===== src/rtl/parking_allocator.sv =====
// Spot allocator for a 32-spot lot: two entry gates and one exit gate share one
// sequential scanner that owns the occupancy map and the per-spot plate table.
module parking_allocator #(
  parameter int PLATE_W = 7,
  parameter int NSPOT   = 32
) (
  input  logic               clk,
  input  logic               reset,
  input  logic [1:0]         ent_req,
  input  logic [PLATE_W-1:0] ent_plate0,
  input  logic [PLATE_W-1:0] ent_plate1,
  output logic [1:0]         ent_ack,
  output logic               ent_ok,
  output logic               ent_dup,
  output logic [4:0]         ent_spot,
  input  logic               ext_req,
  input  logic [PLATE_W-1:0] ext_plate,
  output logic               ext_ack,
  output logic               ext_found,
  output logic [4:0]         ext_spot,
  output logic [7:0]         parq1_status,
  output logic [7:0]         parq2_status,
  output logic [7:0]         parq3_status,
  output logic [7:0]         parq4_status,
  output logic [5:0]         free_count,
  output logic               busy
);

  typedef enum logic [1:0] {IDLE, SCAN_ENT, SCAN_EXT, DONE} state_t;

  state_t             state;
  logic [NSPOT-1:0]   occ;
  logic [PLATE_W-1:0] plate_tab [NSPOT];
  logic               rr;
  logic               gate;
  logic [4:0]         idx;
  logic [PLATE_W-1:0] lat_plate;
  logic               free_found;
  logic [4:0]         free_idx;
  logic               dup;

  logic       plate_hit;
  logic       free_now;
  logic [4:0] spot_now;
  logic       dup_now;
  logic       commit;
  logic       last;
  logic       grant_gate;

  // Current-cycle view of the scan folds in the spot under idx, so the final
  // visit (idx 31) can decide the outcome without an extra cycle.
  always_comb begin
    plate_hit  = occ[idx] && (plate_tab[idx] == lat_plate) && (lat_plate != '0);
    free_now   = free_found || !occ[idx];
    spot_now   = free_found ? free_idx : idx;
    dup_now    = dup || plate_hit;
    commit     = (lat_plate != '0) && !dup_now && free_now;
    last       = (idx == 5'(NSPOT - 1));
    grant_gate = ent_req[rr] ? rr : ~rr;
  end

  assign parq1_status = occ[7:0];
  assign parq2_status = occ[15:8];
  assign parq3_status = occ[23:16];
  assign parq4_status = occ[31:24];
  assign busy         = (state != IDLE);

  always_ff @(posedge clk) begin
    if (reset) begin
      state      <= IDLE;
      occ        <= '0;
      for (int i = 0; i < NSPOT; i++) plate_tab[i] <= '0;
      rr         <= 1'b0;
      gate       <= 1'b0;
      idx        <= '0;
      lat_plate  <= '0;
      free_found <= 1'b0;
      free_idx   <= '0;
      dup        <= 1'b0;
      free_count <= 6'(NSPOT);
      ent_ack    <= '0;
      ent_ok     <= 1'b0;
      ent_dup    <= 1'b0;
      ent_spot   <= '0;
      ext_ack    <= 1'b0;
      ext_found  <= 1'b0;
      ext_spot   <= '0;
    end else begin
      ent_ack   <= '0;
      ent_ok    <= 1'b0;
      ent_dup   <= 1'b0;
      ent_spot  <= '0;
      ext_ack   <= 1'b0;
      ext_found <= 1'b0;
      ext_spot  <= '0;
      case (state)
        IDLE: begin
          if (ext_req) begin
            lat_plate <= ext_plate;
            idx       <= '0;
            state     <= SCAN_EXT;
          end else if (ent_req != 2'b00) begin
            gate       <= grant_gate;
            rr         <= ~grant_gate;
            lat_plate  <= grant_gate ? ent_plate1 : ent_plate0;
            idx        <= '0;
            free_found <= 1'b0;
            free_idx   <= '0;
            dup        <= 1'b0;
            state      <= SCAN_ENT;
          end
        end
        // Entry always walks all 32 spots so duplicates anywhere are caught.
        SCAN_ENT: begin
          free_found <= free_now;
          free_idx   <= spot_now;
          dup        <= dup_now;
          idx        <= idx + 5'd1;
          if (last) begin
            state   <= DONE;
            ent_ack <= gate ? 2'b10 : 2'b01;
            ent_dup <= dup_now;
            if (commit) begin
              ent_ok              <= 1'b1;
              ent_spot            <= spot_now;
              occ[spot_now]       <= 1'b1;
              plate_tab[spot_now] <= lat_plate;
              free_count          <= free_count - 6'd1;
            end
          end
        end
        SCAN_EXT: begin
          if (plate_hit) begin
            occ[idx]       <= 1'b0;
            plate_tab[idx] <= '0;
            free_count     <= free_count + 6'd1;
            ext_found      <= 1'b1;
            ext_spot       <= idx;
            ext_ack        <= 1'b1;
            state          <= DONE;
          end else if (last) begin
            ext_ack <= 1'b1;
            state   <= DONE;
          end else begin
            idx <= idx + 5'd1;
          end
        end
        DONE: state <= IDLE;
        default: state <= IDLE;
      endcase
    end
  end

endmodule


===== config.mk =====
export PLATFORM = sky130hd
export DESIGN_NAME = parking_allocator
export DESIGN_NICKNAME = d
export VERILOG_FILES = /design/src/rtl/parking_allocator.sv
export SDC_FILE = /design/constraint.sdc
export NUM_CORES = 1
export LEC_CHECK = 0
export CORE_MARGIN = 1
export CORE_UTILIZATION = 30
export CTS_CLUSTER_DIAMETER = 60
export DETAILED_ROUTE_END_ITERATION = 7
export SLEW_MARGIN = 0
export SYNTH_ARGS = -nofsm -noshare
export SYNTH_HDL_FRONTEND = slang
export SYNTH_SLANG_ARGS = --single-unit

===== constraint.sdc =====
create_clock -name clk -period 8.2 [get_ports clk]
set_clock_uncertainty 0.1 [all_clocks]
set_input_delay 2.46 -clock clk [delete_from_list [all_inputs] [get_ports clk]]
set_output_delay 2.46 -clock clk [all_outputs]
set_load 0.01 [all_outputs]

==> impl_metrics.toml <==
[clocking]
clk_transition_reported_paths_ps = 50
cts_tree = "done"
clock_insertion_delay_worst_skew_ps = 520
h-tree-depth = 2
cts.path.max_buffers = 3
numClockSinks = 306
number_of_buffers_added_to_fix_hold_violations_after_cts = 0
cts-resized-gates = 0
tritoncts_buffers = 36
clockRootBuffer = "clkbuf_16"
postCtsSetupBuffers = 0

[detailed_routing]
final_antenna_net_count = 0
remaining_drc_errors = 0
avgViaCountPerCell = 5.42
dr.pass1.iters = 6
avgRoutedWirePerCell_um = 22.4
routed_wirelength_um = 44500
routed-via-count = 10700
drt_iter0_drc = 1051

[finish]
number_of_nets_in_the_layout = 1327
antenna_cells = 0
finalInstanceArea_um2 = 17500
layout.cells.non_filler = 1983
areaGrowthSynthToFinish_pct = 15.5
final_layout_size_suffix_gt1_share_pct = 9.99

[logic_synthesis]
synth.ff_latch_count = 306
synth_top_cell_by_area = "edfxtp_1"
synth_top_cells_by_area = "edfxtp_1, dfxtp_1, and3_1"
post_synth_inst_count = 1274
yosysSeqAreaShare_pct = 55.2
syn-num-nets = 1314
synth.cell_area_um2 = 15200
synth.avg_cell_area_um2 = 11.9
synth_top_cells_by_count = "edfxtp_1, and3_1, mux2i_1"
synth_enable_flop_cells = 224
synth-warning-count = 0
synth_cell_type_count = 71
synth_async_sr_flop_share_pct = 0
post-synth-top-area-fraction_pct = 44.3
postSynth.topFlopCell = "edfxtp_1"
yosys.cell_count.top_type = "edfxtp_1"

[pwr]
design_power_total_mw = 4.07
worst_ir_drop_vdd_v = 0.000119
pwr_density_cell_nw_per_um2 = 232
power.leakage_nw = 6.69

[grt]
overflow = 0
grt_antenna_before_repair = 0
grt_pass1_vias = 10600
grt_max_degree = 66
global_route.usage.total_pct = 17.3
first_pass_grt_wire_length_um = 67500

[sta]
slew_violations = 0
worst_hold_slack_ps = 346
timing.slew.headroom_pct = 13.6
finalWorstPathRequiredPeriod_ps = 5660
hold_viol = 0
timing_worst_slew_pin_value_ps = 1290
period_share_pct = 69.0
setup_viol = 0
setup_repair_after_global_routing_missed_its_margin = "no"
maxClockFrequency_mhz = 177
final.setup.tns_ps = 0

[critical_path]
crit_arrival_ps = 5740
worst-setup-path-type = "reg2reg"
crit_path_max_fanout = 36
critPathLaunchType = "flip-flop"
timing.critical_path.required_ps = 8280
element_type_at_the_critical_path_end = "flip-flop"

[hold_path]
timing.hold.worst.class = "reg2reg"
hold_start = "gate"

[floorplan]
die_height_um = 227
core_area_um2 = 50100
top_level_ports = 81
floorplan.die_area_um2 = 51500
die_width_um = 227
initial_core_util_pct = 30.3
placement_row_count = 82

[placed_design]
gp_routability_congestion = 0.881
placement.cell_area_um2 = 16400
hpwlAfterDp_um = 28900
port-buffer-count = 80
dpl.cell_count = 1921

[flow_run]
max_cap_violations = 0

[status]
outcome = "finished clean"
[cell usage in the layout (no fill, tap or decap), drive strengths merged, types with 5 or more instances in the layout]
cell	instances
edfxtp	224
and3	199
mux2i	97
dfxtp	82
clkdlybuf4s50	79
nor2	73
nand2	47
clkbuf	46
and2	44
a22oi	41
nand4	40
a32o	32
a21oi	32
a21o	31
mux4	27
nand3	25
buf	22
inv	20
nor3	17
o21ai	14
ha	13
nor2b	11
clkinv	10
mux2	7
nor4	7
a31oi	6
or3	6
xor2	5
[path summary, 6_finish.rpt]
kind	to	slack [ps]	cells past startpoint
max	plate_tab[22][6]	2540	9
max reg2reg	plate_tab[22][6]	2540	9
min reg2reg	ent_ack[0]	350	1
min	ent_ack[0]	350	1
[layout make-up]
type,instances,area (um2)
Clock buffer,46,960
Clock inverter,16,170
Fill cell,4924,32500
Inverter,19,71.3
Multi-Input combinational cell,823,6160
Sequential cell,306,8370
Tap cell,672,841
Timing Repair Buffer,101,953
[per-layer routing]
metal / track usage (%) / routed length, um
met5: 0 / 0
met4: 4.21 / 814
met3: 2.38 / 3090
met2: 28.6 / 21300
met1: 23.8 / 19300
[registers in the layout, summed over array words and instances, names as in the netlist, named ones only]
| signal | flops |
|---|---|
| occ | 32 |
| ext_found | 1 |
| ent_dup | 1 |
| ext_ack | 1 |
| free_idx | 5 |
| lat_plate | 7 |
| gate | 1 |
| free_count | 6 |
| rr | 1 |
| ent_ok | 1 |
| idx | 5 |
| state | 2 |
| ent_spot | 5 |
| ext_spot | 5 |
| plate_tab | 224 |
| dup | 1 |
| free_found | 1 |
| ent_ack | 2 |
[where the power goes]
group / switching (mW) / internal (mW)
registers: 0.0760 / 1.72
clock network: 0.627 / 0.924
logic: 0.495 / 0.225
[worst max-delay path, stage by stage, from the launching register on]
cell	delay (ps)
dfxtp_4	750
buf_4	600
mux4_2	610
mux4_2	480
nor2_1	100
a31oi_1	90
xnor2_1	440
nand3_2	690
o22ai_4	980
a21o_1	370
[metrics by stage]
stage / utilization (%) / setup slack [ps]
6_report: 35.0 / 2540
5_1_grt: 35.0 / 2290
4_1_cts: 35.0 / 2600
3_5_place_dp: 32.7 / 2490
3_3_place_gp: 32.7 / 2560
2_1_floorplan: - / 3750
[kinds of logic (layout without fill, tap and decap cells)]
family	after synthesis	in the layout	synth area share [%]
AO/OA/AOI/OAI	186	186	9.43
XOR/XNOR	8	8	0.462
adder cells (fa/ha/maj)	14	14	1.20
buffers and inverters	145	182	4.35
flip-flops	306	306	55.2
multiplexers	131	131	11.1
AND/OR/NAND/NOR	484	484	18.3
Note: power is estimated with default switching activity, not from simulation.
